==> config.mk <==
export PLATFORM = sky130hd
export DESIGN_NAME = sig_mul_seq
export DESIGN_NICKNAME = d
export VERILOG_FILES = /design/src/rtl/sig_mul_seq_pkg.sv /design/src/rtl/sig_normalize.sv /design/src/rtl/sig_mul_seq.sv
export SDC_FILE = /design/constraint.sdc
export NUM_CORES = 1
export LEC_CHECK = 0
export BUFFER_PORTS_ARGS = -buffer_cell sky130_fd_sc_hd__clkbuf_2
export CAP_MARGIN = 20
export CORE_MARGIN = 5
export CORE_UTILIZATION = 35
export DETAILED_ROUTE_END_ITERATION = 7
export GPL_ROUTABILITY_DRIVEN = 0
export PLACE_DENSITY_LB_ADDON = 0.25
export SLEW_MARGIN = 25
export SYNTH_ARGS = -nofsm -noshare
export SYNTH_HDL_FRONTEND = slang
export SYNTH_SLANG_ARGS = --single-unit
==> constraint.sdc <==
create_clock -name clk -period 2.22 [get_ports clk]
set_input_delay 0.333 -clock clk [delete_from_list [all_inputs] [get_ports clk]]
set_output_delay 0.333 -clock clk [all_outputs]
set_load 0.005 [all_outputs]
==> src/rtl/sig_mul_seq_pkg.sv <==
// Shared constants and state encoding for the iterative significand multiplier.
package sig_mul_seq_pkg;

    localparam int NEXP_DEF = 8;
    localparam int NSIG_DEF = 7;

    typedef enum logic [1:0] {
        IDLE = 2'd0,
        MUL  = 2'd1,
        NORM = 2'd2,
        DONE = 2'd3
    } state_t;

    // Exponent bias for an NEXP-bit biased exponent field.
    function automatic int bias_of(input int nexp);
        return (1 << (nexp - 1)) - 1;
    endfunction

    // Width of the raw / normalized product significand.
    function automatic int pw_of(input int nsig);
        return 2 * nsig + 2;
    endfunction

    localparam int BIAS_DEF = (1 << (NEXP_DEF - 1)) - 1;
    localparam int PW_DEF   = 2 * NSIG_DEF + 2;

endpackage

==> src/rtl/sig_normalize.sv <==
// One-step product normalizer: puts the leading 1 at the MSB when the raw
// product has it at MSB or MSB-1, and flags an all-zero product.
module sig_normalize
    import sig_mul_seq_pkg::*;
#(
    parameter int NEXP = NEXP_DEF,
    parameter int NSIG = NSIG_DEF
) (
    input  logic [pw_of(NSIG)-1:0] p,
    input  logic [NEXP+1:0]        exp_in,
    output logic [pw_of(NSIG)-1:0] sig,
    output logic [NEXP+1:0]        exp_out,
    output logic                   zero
);

    localparam int PW = pw_of(NSIG);

    // Select between pass-through, single left shift, or zero result.
    always_comb begin
        sig     = '0;
        exp_out = '0;
        zero    = 1'b0;
        if (p[PW-1]) begin
            sig     = p;
            exp_out = exp_in + (NEXP+2)'(1);
        end else if (p != '0) begin
            sig     = p << 1;
            exp_out = exp_in;
        end else begin
            zero    = 1'b1;
        end
    end

endmodule

==> src/rtl/sig_mul_seq.sv <==
// Iterative shift-add significand multiplier feeding the FPU rounding stage.
// One multiplier bit is consumed per MUL cycle, so latency is fixed.
module sig_mul_seq
    import sig_mul_seq_pkg::*;
#(
    parameter int NEXP = NEXP_DEF,
    parameter int NSIG = NSIG_DEF
) (
    input  logic                   clk,
    input  logic                   rst,
    input  logic                   in_valid,
    output logic                   in_ready,
    input  logic                   in_signA,
    input  logic [NEXP-1:0]        in_expA,
    input  logic [NSIG:0]          in_sigA,
    input  logic                   in_signB,
    input  logic [NEXP-1:0]        in_expB,
    input  logic [NSIG:0]          in_sigB,
    output logic                   out_valid,
    input  logic                   out_ready,
    output logic                   out_sign,
    output logic [NEXP+1:0]        out_exp,
    output logic [2*NSIG+1:0]      out_pSig,
    output logic                   out_zero
);

    localparam int PW = pw_of(NSIG);
    localparam int CW = $clog2(NSIG + 2);
    localparam logic [CW-1:0]   LAST   = CW'(NSIG);
    localparam logic [NEXP+1:0] BIAS_V = (NEXP+2)'(bias_of(NEXP));

    state_t          state;
    logic [PW-1:0]   acc;
    logic [PW-1:0]   a_sh;     // multiplicand, pre-shifted by the iteration index
    logic [NSIG:0]   b_sh;     // multiplier, bit 0 is the current iteration's bit
    logic [CW-1:0]   cnt;
    logic            sign_r;
    logic [NEXP+1:0] exp_sum;

    logic [PW-1:0]   n_sig;
    logic [NEXP+1:0] n_exp;
    logic            n_zero;

    assign in_ready = (state == IDLE);

    sig_normalize #(.NEXP(NEXP), .NSIG(NSIG)) u_norm (
        .p       (acc),
        .exp_in  (exp_sum),
        .sig     (n_sig),
        .exp_out (n_exp),
        .zero    (n_zero)
    );

    // Control FSM plus datapath: accept, NSIG+1 shift-add steps, normalize, hold.
    always_ff @(posedge clk) begin
        if (rst) begin
            state     <= IDLE;
            acc       <= '0;
            a_sh      <= '0;
            b_sh      <= '0;
            cnt       <= '0;
            sign_r    <= 1'b0;
            exp_sum   <= '0;
            out_valid <= 1'b0;
            out_sign  <= 1'b0;
            out_exp   <= '0;
            out_pSig  <= '0;
            out_zero  <= 1'b0;
        end else begin
            case (state)
                IDLE: begin
                    if (in_valid) begin
                        a_sh    <= PW'(in_sigA);
                        b_sh    <= in_sigB;
                        acc     <= '0;
                        cnt     <= '0;
                        sign_r  <= in_signA ^ in_signB;
                        exp_sum <= {2'b00, in_expA} + {2'b00, in_expB} - BIAS_V;
                        state   <= MUL;
                    end
                end
                MUL: begin
                    if (b_sh[0])
                        acc <= acc + a_sh;
                    a_sh <= a_sh << 1;
                    b_sh <= b_sh >> 1;
                    cnt  <= cnt + CW'(1);
                    if (cnt == LAST)
                        state <= NORM;
                end
                NORM: begin
                    out_pSig  <= n_sig;
                    out_exp   <= n_exp;
                    out_zero  <= n_zero;
                    out_sign  <= sign_r;
                    out_valid <= 1'b1;
                    state     <= DONE;
                end
                DONE: begin
                    if (out_ready) begin
                        out_valid <= 1'b0;
                        state     <= IDLE;
                    end
                end
                default: state <= IDLE;
            endcase
        end
    end

endmodule

==> flow_metrics.env <==
export IMPL_netlist_instances=544
export IMPL_port_buffers=67
export IMPL_drt_iter0_markers=168
export IMPL_p_sw_uw=2200
export IMPL_worstMarginPinSlew_ps=486
export IMPL_synth_edff_count=0
export IMPL_clock_sinks=86
export IMPL_start_kind="flop"
export IMPL_worst_r2r_endpoint="acc[12]$_SDFFE_PP0P_"
export IMPL_cts_tree="yes"
export IMPL_grt_ovfl_total=0
export IMPL_p_per_area_nw_per_um2=1060
export IMPL_drc=0
export IMPL_fin_ws_ps=94.6
export IMPL_crit_fanout=4
export IMPL_viasPerCell=5.10
export IMPL_timing_final_crit_share_pct=95.7
export IMPL_cp_required_ps=2460
export IMPL_clockPowerShare_pct=25.5
export IMPL_core_area_um2=13100
export IMPL_skew_ps=4.75
export IMPL_antennaDiodeCount=0
export IMPL_antenna_found_initial=0
export IMPL_r2r_start="a_sh[0]$_SDFFE_PP0P_"
export IMPL_hold_viol_final=0
export IMPL_areaGrowthSynthToFinish_pct=23.2
export IMPL_synth_fp_nets=620
export IMPL_leakage_uw=0.00236
export IMPL_ios=68
export IMPL_stdcell_count=807
export IMPL_clockBufferDepth=2
export IMPL_dpl_worst_slack_ps=-153
export IMPL_die_area_um2=15700
export IMPL_ys_ff_latch=86
export IMPL_dp_hpwl_um=8500
export IMPL_start_util_pct=35.5
export IMPL_yosysUniqueCellTypes=51
export IMPL_synth_main_ff_cell="dfxtp_1"
export IMPL_reg2reg_slack_ps=90
export IMPL_fmax_mhz=471
export IMPL_clkLatencyLatePin_ps=340
export IMPL_die_height_um=125
export IMPL_outcome="complete, no violations"
export IMPL_async_flop_share_pct=0
export IMPL_p_comb_share_pct=38.1
export IMPL_reg2regPathDepth=9
export IMPL_final_setup_tns_ps=0
export IMPL_routed_via_count=4118
export IMPL_ant_nets=0
export IMPL_dp_cells=791
export IMPL_arrival_ps=2370
export IMPL_wl_per_cell_um=13.5
export IMPL_post_route_min_period_ps=2130
export IMPL_pwr_share_seq_pct=36.4
export IMPL_timing_hold_ws_ps=232
export IMPL_grt_use_total_pct=14.0
export IMPL_synthesis_area_um2=4670
export IMPL_internal_power_uw=3870
export IMPL_clockRootBuffer="clkbuf_16"
export IMPL_rows=42
export IMPL_post_cts_buffers=0
export IMPL_crit_type="reg2reg"
export IMPL_endpoint_kind="flop"
export IMPL_finalMaxSlewViolations=0
export IMPL_hp_start="in_sigB[7]"
export IMPL_synth_seq_area_share_pct=36.9
export IMPL_final_net_count=702
export IMPL_hold_end="b_sh[7]$_SDFFE_PP0P_"
export IMPL_slew_headroom_pct=67.5
export IMPL_postRouteWirelength_um=10900
export IMPL_h_tree_depth=3
export IMPL_maxCapViolations=0
export IMPL_max_vdd_ir_drop_v=0.000567
export IMPL_switching_share_pct=36.3
export IMPL_numCtsBuffers=9
export IMPL_grt_pass1_vias=3986
export IMPL_dr_pass1_iters=4
export IMPL_nFillCells=1346
export IMPL_drive_gt1_share_pct=21.4
export IMPL_final_core_util_pct=43.8
export IMPL_fp_dieW_um=125
export IMPL_holdPathStages=3
export IMPL_yosys_warnings=0
export IMPL_grt_max_degree=40
export IMPL_grt_pass1_wl_um=18400
export IMPL_clk_pin_slew_ps=60
export IMPL_hold_class="in2reg"
export IMPL_postSynthAreaPerCell_um2=8.58
export IMPL_finalSetupViolCount=0
-- cells in the mapped netlist (3+ instances only) --
master | number | area (um^2)
inv_1 | 22 | 82.6
mux2i_1 | 33 | 330
nand4_1 | 6 | 37.5
o21ai_1 | 3 | 15.0
nor2b_1 | 3 | 18.8
ha_1 | 36 | 450
clkbuf_1 | 22 | 82.6
a21oi_1 | 31 | 155
o21a_1 | 3 | 22.5
a21o_1 | 8 | 60.1
xnor2_1 | 11 | 96.3
xor2_1 | 5 | 43.8
nor3_1 | 6 | 30.0
a22oi_1 | 18 | 135
nand2_1 | 34 | 128
and3_1 | 3 | 18.8
nor2_1 | 79 | 297
a211oi_1 | 41 | 308
o211ai_1 | 8 | 60.1
buf_1 | 7 | 26.3
nand3_1 | 16 | 80.1
dfxtp_1 | 86 | 1720
a22o_1 | 4 | 35.0
o21ai_0 | 18 | 90.1
buf_2 | 3 | 15.0
nor4_1 | 5 | 31.3
-- metal layers --
layer	part of all wire (%)	routed length [um]	track usage, %	vias to the layer above
li1	-	-	-	2143
met1	50	5420	18.6	1893
met3	5.1	559	4.14	11
met2	43	4730	21.6	71
met5	0	0	0	-
met4	1.7	180	5.17	0
-- worst max-delay path by stage --
stage                         startpoint                       to  slack (ps)
floorplan                     in_expA[1]  exp_sum[7]$_SDFFE_PP0P_          10
global placement              in_expA[1]  exp_sum[7]$_SDFFE_PP0P_        -110
detailed placement            in_expA[1]  exp_sum[7]$_SDFFE_PP0P_        -150
CTS                  acc[1]$_SDFFE_PP0P_     acc[15]$_SDFFE_PP0P_          20
global route        a_sh[0]$_SDFFE_PP0P_     acc[12]$_SDFFE_PP0P_          -2
finish              a_sh[0]$_SDFFE_PP0P_     acc[12]$_SDFFE_PP0P_          90
-- stage by stage --
| stage | area (um^2) | total power [uW] |
|---|---|---|
| finish | 5750 | 6070 |
| global route | 5750 | 6560 |
| CTS | 5710 | 6140 |
| detailed placement | 5390 | 4570 |
| global placement | 5390 | 4500 |
| floorplan | 4670 | 3750 |
-- power by group through the flow --
stage               Sequential [uW]  Clock (uW)  Combinational, uW
finish                         2210        1550               2310
global route                   2260        1660               2640
CTS                            2210        1600               2330
detailed placement             2250           0               2320
global placement               2230           0               2280
floorplan                      2180           0               1570
-- sequential cells by signal, summed over array words and instances, names as in the netlist --
| name | cells |
|---|---|
| sign_r | 1 |
| state | 2 |
| out_exp | 10 |
| out_pSig | 16 |
| a_sh | 16 |
| out_sign | 1 |
| out_valid | 1 |
| cnt | 4 |
| exp_sum | 10 |
| out_zero | 1 |
| acc | 16 |
| b_sh | 8 |
-- repair_timing --
action	4_1_cts	5_1_grt
pin swaps	0	4
endpoints found under the setup margin	2	5
gates resized for setup	2	12
hold buffers	0	0
-- layout by cell type, fill, tap and decap left out, types with 3 or more instances in the layout --
cell type  instances
dfxtp_1           85
nor2_1            79
clkbuf_2          67
a211oi_1          38
buf_4             35
nand2_1           34
ha_1              34
mux2i_1           33
a21oi_1           29
inv_1             21
o21ai_0           18
a22oi_1           18
nand3_1           16
xnor2_1           11
clkbuf_16          9
a21o_1             8
o211ai_1           8
nor3_1             6
nand4_1            6
nor4_1             5
xor2_1             5
a22o_1             4
and3_1             3
a211oi_2           3
o21a_1             3
-- layout make-up --
class	instances	area, um^2	share of cell area (%)
inverter	23	86.3	1.50
clock inverter	5	56.3	0.980
sequential	86	1720	30.0
timing repair buffer	103	618	10.8
clock buffer	11	253	4.40
tap	176	220	3.83
multi-input combinational	403	2790	48.6
-- critical path, cell delays in order (launching register included) --
cell and delay, ps:
dfxtp_1 340, ha_2 190, inv_2 40, fa_2 380
nor2b_4 170, o31ai_4 110, a211oi_2 220, o211ai_1 130
a21o_1 200, a32o_1 240
-- kinds of logic after synthesis --
group                      after synthesis  share of synthesized area [%]
muxes                                   33                           7.08
AOI/OAI and AO/OA                      152                           22.4
DFF                                     86                           36.9
adders and majority gates               38                           10.5
buffers and inverters                   55                           4.51
xor gates and xnor gates                16                           3.00
and+or+nand+nor                        164                           15.6
No activity file was read; power rests on OpenSTA's default activity.
